## src/rtl/stepper_move_ctrl.sv

```systemverilog
// Trapezoidal step-rate generator feeding the half-step phase sequencer.
// Takes a move over valid/ready and emits spaced one-cycle step pulses.
module stepper_move_ctrl #(
  parameter int CNT_W     = 16,
  parameter int DIV_W     = 20,
  parameter int START_DIV = 500000,
  parameter int MIN_DIV   = 50000,
  parameter int ACCEL_DEC = 5000
) (
  input  logic             CLK50MHZ,
  input  logic             reset,
  input  logic             cmd_valid,
  output logic             cmd_ready,
  input  logic [CNT_W-1:0] cmd_steps,
  input  logic             cmd_dir,
  input  logic             abort,
  output logic             step_pulse,
  output logic             dir,
  output logic             busy,
  output logic             done,
  output logic [CNT_W-1:0] steps_left
);

  typedef enum logic [1:0] {S_IDLE, S_ACCEL, S_CRUISE, S_DECEL} state_t;

  localparam logic [DIV_W-1:0] START_D = DIV_W'(START_DIV);
  localparam logic [DIV_W-1:0] MIN_D   = DIV_W'(MIN_DIV);
  localparam logic [DIV_W:0]   START_X = {1'b0, START_D};
  localparam logic [DIV_W:0]   MIN_X   = {1'b0, MIN_D};
  localparam logic [DIV_W:0]   DEC_X   = (DIV_W+1)'(ACCEL_DEC);

  state_t           r_state;
  logic [DIV_W-1:0] r_timer;
  logic [DIV_W-1:0] r_cur_div;
  logic [CNT_W-1:0] r_ramp;
  logic [CNT_W-1:0] r_steps_left;
  logic             r_dir;
  logic             r_pulse;
  logic             r_done;
  logic             r_busy;
  logic             r_ready;

  state_t           w_state_next;
  logic [DIV_W-1:0] w_timer_next;
  logic [DIV_W-1:0] w_div_next;
  logic [CNT_W-1:0] w_ramp_next;
  logic [CNT_W-1:0] w_steps_next;
  logic             w_dir_next;
  logic             w_pulse_next;
  logic             w_done_next;
  logic             w_ready_next;
  logic             w_busy_next;
  logic [CNT_W:0]   w_limit;

  logic             w_handshake;
  logic             w_fire;
  logic [CNT_W-1:0] w_n;
  logic [DIV_W:0]   w_div_up;
  logic [DIV_W:0]   w_div_dn;
  logic [DIV_W-1:0] w_div_up_sat;
  logic [DIV_W-1:0] w_div_dn_sat;
  logic [CNT_W-1:0] w_ramp_dec;

  assign w_handshake = cmd_valid & r_ready;
  // The timer holds cycles remaining until the next pulse is presented.
  assign w_fire      = (r_timer <= DIV_W'(1));
  assign w_n         = r_steps_left - CNT_W'(1);

  assign w_div_up     = {1'b0, r_cur_div} + DEC_X;
  assign w_div_dn     = {1'b0, r_cur_div} - DEC_X;
  assign w_div_up_sat = (w_div_up > START_X) ? START_D : w_div_up[DIV_W-1:0];
  assign w_div_dn_sat = (w_div_dn[DIV_W] || (w_div_dn < MIN_X)) ? MIN_D : w_div_dn[DIV_W-1:0];
  assign w_ramp_dec   = (r_ramp == '0) ? '0 : r_ramp - CNT_W'(1);

  always_comb begin
    w_state_next = r_state;
    w_timer_next = r_timer;
    w_div_next   = r_cur_div;
    w_ramp_next  = r_ramp;
    w_steps_next = r_steps_left;
    w_dir_next   = r_dir;
    w_pulse_next = 1'b0;
    w_done_next  = 1'b0;
    w_limit      = '0;

    case (r_state)
      S_IDLE: begin
        if (w_handshake) begin
          w_dir_next   = cmd_dir;
          w_steps_next = cmd_steps;
          w_div_next   = START_D;
          w_ramp_next  = '0;
          // One cycle is consumed by the handshake itself.
          w_timer_next = START_D - DIV_W'(1);
          if (cmd_steps != '0) begin
            w_state_next = S_ACCEL;
          end else begin
            w_done_next = 1'b1;
          end
        end
      end
      default: begin
        if (r_steps_left == '0) begin
          w_state_next = S_IDLE;
          w_done_next  = 1'b1;
        end else begin
          if (w_fire) begin
            w_pulse_next = 1'b1;
            w_steps_next = w_n;
            if (w_n != '0) begin
              if (w_n <= r_ramp) begin
                w_state_next = S_DECEL;
                w_div_next   = w_div_up_sat;
                w_ramp_next  = w_ramp_dec;
              end else if (r_cur_div > MIN_D) begin
                w_state_next = S_ACCEL;
                w_div_next   = w_div_dn_sat;
                w_ramp_next  = r_ramp + CNT_W'(1);
              end else begin
                w_state_next = S_CRUISE;
              end
            end
            w_timer_next = w_div_next;
          end else begin
            w_timer_next = r_timer - DIV_W'(1);
          end
          // Abort trims the remaining count so the normal rules ramp down.
          w_limit = {1'b0, w_ramp_next} + (CNT_W+1)'(1);
          if (abort && ({1'b0, w_steps_next} > w_limit)) begin
            w_steps_next = w_limit[CNT_W-1:0];
          end
        end
      end
    endcase

    w_ready_next = (w_state_next == S_IDLE);
    w_busy_next  = (w_state_next != S_IDLE);
  end

  always_ff @(posedge CLK50MHZ) begin
    if (reset) begin
      r_state      <= S_IDLE;
      r_timer      <= '0;
      r_cur_div    <= START_D;
      r_ramp       <= '0;
      r_steps_left <= '0;
      r_dir        <= 1'b0;
      r_pulse      <= 1'b0;
      r_done       <= 1'b0;
      r_busy       <= 1'b0;
      r_ready      <= 1'b0;
    end else begin
      r_state      <= w_state_next;
      r_timer      <= w_timer_next;
      r_cur_div    <= w_div_next;
      r_ramp       <= w_ramp_next;
      r_steps_left <= w_steps_next;
      r_dir        <= w_dir_next;
      r_pulse      <= w_pulse_next;
      r_done       <= w_done_next;
      r_busy       <= w_busy_next;
      r_ready      <= w_ready_next;
    end
  end

  assign cmd_ready  = r_ready;
  assign step_pulse = r_pulse;
  assign dir        = r_dir;
  assign busy       = r_busy;
  assign done       = r_done;
  assign steps_left = r_steps_left;

endmodule

```

## config.mk

```make
export PLATFORM = sky130hd
export DESIGN_NAME = stepper_move_ctrl
export DESIGN_NICKNAME = d
export VERILOG_FILES = /design/src/rtl/stepper_move_ctrl.sv
export SDC_FILE = /design/constraint.sdc
export NUM_CORES = 1
export LEC_CHECK = 0
export CORE_MARGIN = 3
export CORE_UTILIZATION = 30
export CTS_BUF_LIST = sky130_fd_sc_hd__clkbuf_4 sky130_fd_sc_hd__clkbuf_8
export CTS_CLUSTER_DIAMETER = 80
export CTS_CLUSTER_SIZE = 8
export DETAILED_ROUTE_END_ITERATION = 12
export SLEW_MARGIN = 20
export SYNTH_ARGS = -nofsm -noshare
export SYNTH_HDL_FRONTEND = slang
export SYNTH_SLANG_ARGS = --single-unit
```

## constraint.sdc

```tcl
create_clock -name CLK50MHZ -period 6.65 [get_ports CLK50MHZ]
set_input_delay 0.9975 -clock CLK50MHZ [delete_from_list [all_inputs] [get_ports CLK50MHZ]]
set_output_delay 0.9975 -clock CLK50MHZ [all_outputs]
set_load 0.01 [all_outputs]
```

==> results.toml, run 1 <==
[floorplan]
die_h_um = 169
ios = 42
start_util_pct = 30.6
die_area_sq_um = 28600
num_rows = 59
die_w_um = 169
core_area_sq_um = 26100

[placed_design]
gp_congestion = 0.953
pre_cts_slack_ns = -0.206
dpl.hpwl_mm = 22.4
io_buffers = 41
dp.cells = 1492

[clock_network]
cts-htree-levels = 3
cts_hold_buf = 0
cts_tree = "yes"
numCtsBuffers = 9
cts_root_buffer = "clkbuf_8"
ctsLongestPathBuffers = 2
clk_pin_slew_ns = 0.09
insertion_delay_ns = 0.41
cts.sinks = 79

[global_route]
grt_usage_pct = 20.6
antenna_found_initial = 0
grt.overflow.total = 0
grt_pass1_vias = 8562
grt_max_degree = 50
grt_pass1_wl_mm = 47.5

[timing]
fin_tns_setup_ns = 0
grt_setup_unrepaired = "yes"
final_max_slew_viol_count = 0
max_freq_mhz = 151
min_period_ns = 6.64
hold-worst-slack_ns = 0.460
finalClockSkew_ns = 0.0236
worst_pin_slew_ns = 0.996
setup_viol = 0
max_slew_margin_pct = 33.4
hold_violations = 0
period_share_pct = 99.8
setup_ws_ns = 0.0120

[final_layout]
areaGrowthSynthToFinish_pct = 23.6
diodes = 0
drive_gt1_share_pct = 18.7
fillers = 2745
final_util_pct = 37.8
nNetsFinal = 1254
fin_cells = 1530

[synth]
ys_async_sr_fraction_pct = 0
synthTopCellsByArea = "dfxtp_1 20%, ha_1 6.7%, nand2_1 5.9%"
netlist_instances = 1116
synth_nets = 1180
syn_area_sq_um = 7970
synth_commonest_cells = "125 x nand2_1, 85 x nor2_1, 80 x a21oi_1"
synth.distinct_cells = 91
yosysWarnings = 0
ys.flop_type = "dfxtp_1"
synth_edf_count = 0
syn_area_per_cell_sq_um = 7.14
yosysMostFrequentCell = "nand2_1"
synth_top_area_share_pct = 19.8
synth_top_area_cell = "dfxtp_1"
ys_ff_latch = 79
ys_seq_area_share_pct = 19.8

[setup_path]
critPathTopFamily = "simple AND/OR/NAND/NOR gates"
cp-start-kind = "register"
cp_common_cell = "buf_6"
cp_max_fo = 6
critPathArrivalTime_ns = 6.92
cpPeakStageDelay_ns = 0.53
slowest_stage = "or4_4"
cp.buffers_inverters = 4
crit_type = "register to register"
end_kind = "register"
worstPathRequired_ns = 6.93

[pwr]
leakage_nw = 3.60
powerDensity_nw_per_um2 = 290
peakVddDrop_v = 0.000131

[drt]
vias_per_cell = 5.95
vias = 9111
drtPass1Iterations = 5
drt_iter0_drc = 893
routed_wl_mm = 30.8
wl_per_cell_um = 20.1
postRouteAntennaNets = 0
drc = 0

[job]
timing.max_cap.violations = 0

[worst_hold_path]
hold_path_class = "register to register"

[run_status]
status = "finished clean"
[tightest hold or removal path: cells and delay by family, from the launching register on]
| kind | cells | cell delay [ns] |
|---|---|---|
| DFF | 1 | 0.32 |
| and+or+nand+nor | 1 | 0.05 |
| AOI/OAI and AO/OA | 1 | 0.05 |
[state kept, by name (all words and copies together) (netlist names)]
name and count:
r_timer 20, step_pulse 1, busy 1, r_cur_div 20, done 1, steps_left 16, r_state 2, dir 1
r_ramp 16, cmd_ready 1
[cell families (layout without fill, tap and decap cells)]
family	Yosys count	after routing	share of synthesized area (%)
adders and majority gates	43	43	6.75
muxes	11	11	1.43
and+or+nand+nor	465	465	30.6
DFF	79	79	19.8
AOI/OAI and AO/OA	332	335	27.9
xor gates and xnor gates	65	65	7.14
buffers and inverters	121	197	6.36
[area by class of cell]
type                       count  area (sq um)  area share, %
timing repair buffer         145          1220           12.4
sequential                    79          1580           16.1
inverter                      36           140           1.42
multi-input combinational    919          6300           64.0
tap                          335           419           4.25
clock inverter                 6          51.3          0.520
clock buffer                  10           138           1.40
[routing by layer]
layer	global-route usage, %	vias up	wire [um]
met5	0	-	0
met4	5.96	0	748
met3	3.32	57	2130
met2	33.7	377	14200
met1	28.1	4367	13700
li1	-	4310	-
[cells in the final DEF (no fill, tap or decap), types with 8 or more instances in the layout]
master           netlist  layout
o211ai_1              12      12
buf_4                  1      95
o31ai_1               13      11
a31oi_1               20      19
nor2_1                85      80
or4_1                 10       9
o22ai_1               10      10
buf_6                  5       9
or3_1                 13       9
xnor2_1               37      34
ha_1                  43      38
nand2_1              125     123
o21ai_0               75      73
a211oi_1              10       9
clkdlybuf4s50_1        0      40
nor4_1                24      24
dfxtp_1               79      77
and2_1                12      12
a22o_1                 8       8
or2_2                 10       9
a211o_1                8       8
clkbuf_8               0      10
and3_1                11      10
o21a_1                 9       9
xor2_1                28      24
nor3_1                52      47
a21oi_1               80      75
inv_1                 36      34
a21o_1                 8       8
nand3_1               43      41
nand4_1               22      22
nor2b_1               10      10
[power breakdown]
part           internal (mW)  leakage [nW]  switching [mW]
combinational          0.805          2.86            1.13
clock                  0.152        0.0992           0.225
sequential             0.505         0.643          0.0446
[through the flow]
| step | power, mW | area, sq um |
|---|---|---|
| after floorplan | 1.65 | 7990 |
| after global placement | 2.18 | 9080 |
| after detailed placement | 2.19 | 9080 |
| after CTS | 2.63 | 9380 |
| after global routing | 3.05 | 9860 |
| final | 2.86 | 9860 |
[final timing paths]
kind	slack (ns)	depth (start not counted)	from	end
hold / removal	0.46	2	dir$_SDFFE_PP0P_	dir$_SDFFE_PP0P_
hold reg to reg	0.46	2	dir$_SDFFE_PP0P_	dir$_SDFFE_PP0P_
setup / recovery	0.01	28	steps_left[1]$_SDFFE_PP0P_	steps_left[5]$_SDFFE_PP0P_
setup reg to reg	0.01	28	steps_left[1]$_SDFFE_PP0P_	steps_left[5]$_SDFFE_PP0P_
[timing repair]
item,4_1_cts,5_1_grt
gates cloned,2,1
setup endpoints to repair,16,16
pin swaps,3,44
buffers inserted,1,18
resized for setup,16,68
Power figures use the tool's default switching activity.
==> run 2, diff against run 1 <==
--- a/config.mk
+++ b/config.mk
@@ -6,11 +6,12 @@
 export NUM_CORES = 1
 export LEC_CHECK = 0
 export CORE_MARGIN = 3
-export CORE_UTILIZATION = 30
+export CORE_UTILIZATION = 60
 export CTS_BUF_LIST = sky130_fd_sc_hd__clkbuf_4 sky130_fd_sc_hd__clkbuf_8
 export CTS_CLUSTER_DIAMETER = 80
 export CTS_CLUSTER_SIZE = 8
 export DETAILED_ROUTE_END_ITERATION = 12
+export PLACE_DENSITY = 0.8
 export SLEW_MARGIN = 20
 export SYNTH_ARGS = -nofsm -noshare
 export SYNTH_HDL_FRONTEND = slang
==> constraint.sdc (replaced) <==
create_clock -name CLK50MHZ -period 6.3 [get_ports CLK50MHZ]
set_input_delay 0.945 -clock CLK50MHZ [delete_from_list [all_inputs] [get_ports CLK50MHZ]]
set_output_delay 0.945 -clock CLK50MHZ [all_outputs]
set_load 0.01 [all_outputs]
==> results.toml, run 2 (synthesized netlist as in run 1, its figures left out) <==
[final_layout]
reg_top3 = "r_cur_div (20), r_timer (20)"
multi_input_area_sq_um = 6290
areaGrowthSynthToFinish_pct = 21.5
diodes = 0
fillers = 1010
regArea_sq_um = 1580
nNetsFinal = 1259
final_util_pct = 75.5
final_cell_mix = "121 x nand2_1, 103 x buf_4, 81 x nor2_1"
layout_commonest_cell = "nand2_1"
drive_gt1_share_pct = 18.9

[setup_path]
worstPathRequired_ns = 6.58
cp-start-kind = "register"
critPathArrivalTime_ns = 6.93
cp_max_fo = 7
end_kind = "register"
crit_type = "register to register"
reg2regPathDepth = 25

[timing]
period_share_pct = 106
hold_violations = 0
worst_pin_slew_ns = 1.01
grt_setup_unrepaired = "yes"
setup_viol = 16
fin_tns_setup_ns = -4.85
max_slew_margin_pct = 32.4
hold-worst-slack_ns = 0.472
min_period_ns = 6.65
finalClockSkew_ns = 0.00984
setup_ws_ns = -0.351
max_freq_mhz = 150
final_max_slew_viol_count = 0

[drt]
routed_wl_mm = 29.4
postRouteAntennaNets = 0
vias = 9535
drc = 0
vias_per_cell = 6.95
drt_iter0_drc = 1302
drtPass1Iterations = 6
wl_per_cell_um = 21.4

[clock_network]
ctsLongestPathBuffers = 2
cts.sinks = 79
insertion_delay_ns = 0.39
numCtsBuffers = 9
cts_tree = "yes"
clk_pin_slew_ns = 0.09
cts-htree-levels = 3
cts_root_buffer = "clkbuf_8"

[floorplan]
die_area_sq_um = 14700
die_w_um = 121
die_h_um = 121
core_area_sq_um = 12800
start_util_pct = 62.2
num_rows = 41
ios = 42

[placed_design]
pre_cts_slack_ns = -0.335
dpl.hpwl_mm = 21.2
gp_congestion = 1.07
io_buffers = 41

[pwr]
leakage_nw = 3.65
design_power_total_mw = 3.08
powerDensity_nw_per_um2 = 318
peakVddDrop_v = 0.000229

[run_status]
violations = "negative setup slack"
status = "finished with violations"

[global_route]
grt_max_degree = 50
antenna_found_initial = 0
grt.overflow.total = 0
grt_usage_pct = 38.6
grt_pass1_vias = 8713
grt_pass1_wl_mm = 45.4

[worst_hold_path]
hold_depth = 2
hold_path_class = "register to register"

[job]
timing.max_cap.violations = 0
## run 2: changes by cell type in the layout (fill, tap and decap cells not counted), moves of 2 or more
cell / change
ha_4: -3
ha_2: +2
inv_1: +2
buf_4: +8
nand2_1: -2
o21ai_0: -2
nand2_2: +2
inv_4: -2
buf_6: -3
## run 2: path summary, 6_finish.rpt
check	endpoint	slack (ns)	from
min reg2reg	dir$_SDFFE_PP0P_	0.47	dir$_SDFFE_PP0P_
min	dir$_SDFFE_PP0P_	0.47	dir$_SDFFE_PP0P_
max	steps_left[5]$_SDFFE_PP0P_	-0.35	steps_left[0]$_SDFFE_PP0P_
max reg2reg	steps_left[5]$_SDFFE_PP0P_	-0.35	steps_left[0]$_SDFFE_PP0P_
## run 2: routing by layer
layer  GRT usage [%]  vias up  share of wire [%]
met4            19.3        0                5.6
met5               0        -                  0
met3            8.11      160                 11
met1            46.9     4371                 37
met2            64.6      683                 47
li1                -     4321                  -
## run 2: critical path, stage by stage (launching register included)
cell,delay (ns)
dfxtp_2,0.34
or4_4,0.54
or2_4,0.24
or3_4,0.36
nor2_4,0.14
nand2_1,0.09
xnor2_1,0.19
ha_1,0.28
and4_4,0.20
a221o_1,0.36
or3_4,0.46
a21oi_4,0.17
a22oi_1,0.08
o31a_2,0.33
nor3b_4,0.27
o2111a_1,0.25
xor2_1,0.31
inv_1,0.08
ha_1,0.29
nand4_1,0.20
o41ai_4,0.45
a311oi_4,0.08
o31ai_4,0.12
o21bai_2,0.28
nor3_1,0.09
a311o_1,0.30
## run 2: power breakdown
part,switching (mW),leakage [nW],internal (mW)
clock network,0.231,0.109,0.200
logic,1.22,2.89,0.847
registers,0.0482,0.643,0.533
total,1.50,3.65,1.58
## run 2: what timing repair did
| item | 4_1_cts | 5_1_grt |
|---|---|---|
| buffers inserted | 7 | 9 |
| resized for setup | 16 | 46 |
| setup endpoints to repair | 16 | 16 |
| pin swaps | 8 | 32 |
| cloned | 2 | 1 |
| hold buffers | 0 | 0 |
## run 2: through the flow
step           instance area [sq um]  std cells
6_report                        9690       1372
5_1_grt                         9690       1372
4_1_cts                         9380       1362
3_5_place_dp                    9020       1337
3_3_place_gp                    9020       1337
2_1_floorplan                   8090       1116
## run 2: cell type report
class,count,share of cell area (%)
multi-input combinational,919,65.0
clock inverter,6,0.788
inverter,36,1.40
sequential,79,16.4
tap,172,2.22
clock buffer,10,1.42
timing repair buffer,150,12.9
==> run 3, diff against run 2 <==
--- a/config.mk
+++ b/config.mk
@@ -5,11 +5,11 @@
 export SDC_FILE = /design/constraint.sdc
 export NUM_CORES = 1
 export LEC_CHECK = 0
+export CAP_MARGIN = 20
 export CORE_MARGIN = 3
 export CORE_UTILIZATION = 60
 export CTS_BUF_LIST = sky130_fd_sc_hd__clkbuf_4 sky130_fd_sc_hd__clkbuf_8
 export CTS_CLUSTER_DIAMETER = 80
-export CTS_CLUSTER_SIZE = 8
 export DETAILED_ROUTE_END_ITERATION = 12
 export PLACE_DENSITY = 0.8
 export SLEW_MARGIN = 20
==> constraint.sdc (replaced) <==
create_clock -name CLK50MHZ -period 8.2 [get_ports CLK50MHZ]
set_input_delay 1.23 -clock CLK50MHZ [delete_from_list [all_inputs] [get_ports CLK50MHZ]]
set_output_delay 1.23 -clock CLK50MHZ [all_outputs]
set_load 0.01 [all_outputs]
==> results.toml, run 3 (synthesized netlist as in run 1, its figures left out) <==
[floorplan]
die_w_um = 121
num_rows = 41
start_util_pct = 62.2
die_h_um = 121
die_area_sq_um = 14700
core_area_sq_um = 12800
ios = 42

[final_layout]
layout_commonest_cell = "nand2_1"
multi_input_area_sq_um = 5910
fillers = 1136
regArea_sq_um = 1580
diodes = 0
areaGrowthSynthToFinish_pct = 7.61
reg_top3 = "r_cur_div (20), r_timer (20)"
drive_gt1_share_pct = 7.16
final_cell_mix = "125 x nand2_1, 84 x nor2_1, 79 x a21oi_1, 79 x dfxtp_1, 75 x o21ai_0"
nNetsFinal = 1163

[timing]
max_freq_mhz = 129
hold-worst-slack_ns = 0.460
worst_pin_slew_ns = 1.06
max_slew_margin_pct = 29.3
hold_violations = 0
final_max_slew_viol_count = 0
grt_setup_unrepaired = "no"
period_share_pct = 94.5
min_period_ns = 7.75
setup_viol = 0
fin_tns_setup_ns = 0
finalClockSkew_ns = 0.0187

[drt]
vias = 8742
drc = 0
wl_per_cell_um = 20.7
postRouteAntennaNets = 0
drtPass1Iterations = 8
vias_per_cell = 6.85
routed_wl_mm = 26.4
drt_iter0_drc = 1153

[global_route]
grt_max_degree = 50
grt.overflow.total = 0
antenna_found_initial = 0
grt_pass1_vias = 7906
grt_usage_pct = 35.3
grt_pass1_wl_mm = 41.3

[clock_network]
insertion_delay_ns = 0.39
cts_tree = "yes"
clk_pin_slew_ns = 0.10
numCtsBuffers = 9
cts-htree-levels = 3
cts_root_buffer = "clkbuf_8"
ctsLongestPathBuffers = 2
cts.sinks = 79

[placed_design]
io_buffers = 41
dpl.hpwl_mm = 19.6
gp_congestion = 0.999

[setup_path]
cpPeakStageDelay_ns = 0.59
end_kind = "register"
cp.buffers_inverters = 1
cp_common_cell = "ha_1"
critPathArrivalTime_ns = 8.06
cp-start-kind = "register"
crit_type = "register to register"
slowest_stage = "or4_1"
critPathTopFamily = "simple AND/OR/NAND/NOR gates"
cp_max_fo = 24
worstPathRequired_ns = 8.51

[run_status]
status = "finished clean"

[pwr]
leakage_nw = 3.09
peakVddDrop_v = 0.000172
powerDensity_nw_per_um2 = 236
design_power_total_mw = 2.03

[job]
timing.max_cap.violations = 0

[worst_hold_path]
hold_path_class = "register to register"
==> run 3: worst min-delay path, stage by stage, from the launching register on <==
cell and delay (ns):
dfxtp_1 0.32, nand2_1 0.05, a21oi_1 0.05
==> run 3: final cells by class <==
cell class / count / area share, %
inverter: 36 / 1.58
multi-input combinational: 916 / 68.9
clock inverter: 6 / 0.890
sequential: 79 / 18.4
timing repair buffer: 57 / 6.13
tap: 172 / 2.51
clock buffer: 10 / 1.60
==> run 3: stage by stage <==
step | util [%] | setup slack (ns) | instances | instance area, sq um
floorplan | - | 1.29 | 1116 | 7970
global placement | 65.1 | 0.638 | 1260 | 8340
detailed placement | 65.1 | 0.407 | 1260 | 8340
CTS | 66.7 | 0.358 | 1276 | 8560
global route | 66.9 | 0.0359 | 1276 | 8580
finish | 66.9 | 0.447 | 1276 | 8580
==> run 3: worst paths after layout <==
kind                         startpoint                     endpoint  slack, ns  cells after the start
min reg2reg            dir$_SDFFE_PP0P_             dir$_SDFFE_PP0P_       0.46                      2
max reg2reg  steps_left[0]$_SDFFE_PP0P_  steps_left[11]$_SDFFE_PP0P_       0.45                     28
min                    dir$_SDFFE_PP0P_             dir$_SDFFE_PP0P_       0.46                      2
max          steps_left[0]$_SDFFE_PP0P_  steps_left[11]$_SDFFE_PP0P_       0.45                     28
==> run 3: timing repair <==
action,in CTS,in global routing
buffers inserted,0,0
gates resized for setup,0,5
endpoints found under the setup margin,0,16
hold buffers,0,0
endpoints found under the hold margin,0,0
==> run 3: per-layer routing <==
| metal | GRT usage (%) | vias up | share of wire, % |
|---|---|---|---|
| met5 | 0 | - | 0 |
| met4 | 16.1 | 0 | 4.6 |
| met3 | 5.92 | 114 | 8.6 |
| met2 | 57.7 | 498 | 46 |
| met1 | 45.6 | 3998 | 40 |
| li1 | - | 4132 | - |
==> run 3: power by group <==
| group | switching (mW) | internal, mW |
|---|---|---|
| logic | 0.786 | 0.452 |
| registers | 0.0491 | 0.409 |
| clock network | 0.177 | 0.155 |
| total | 1.01 | 1.02 |
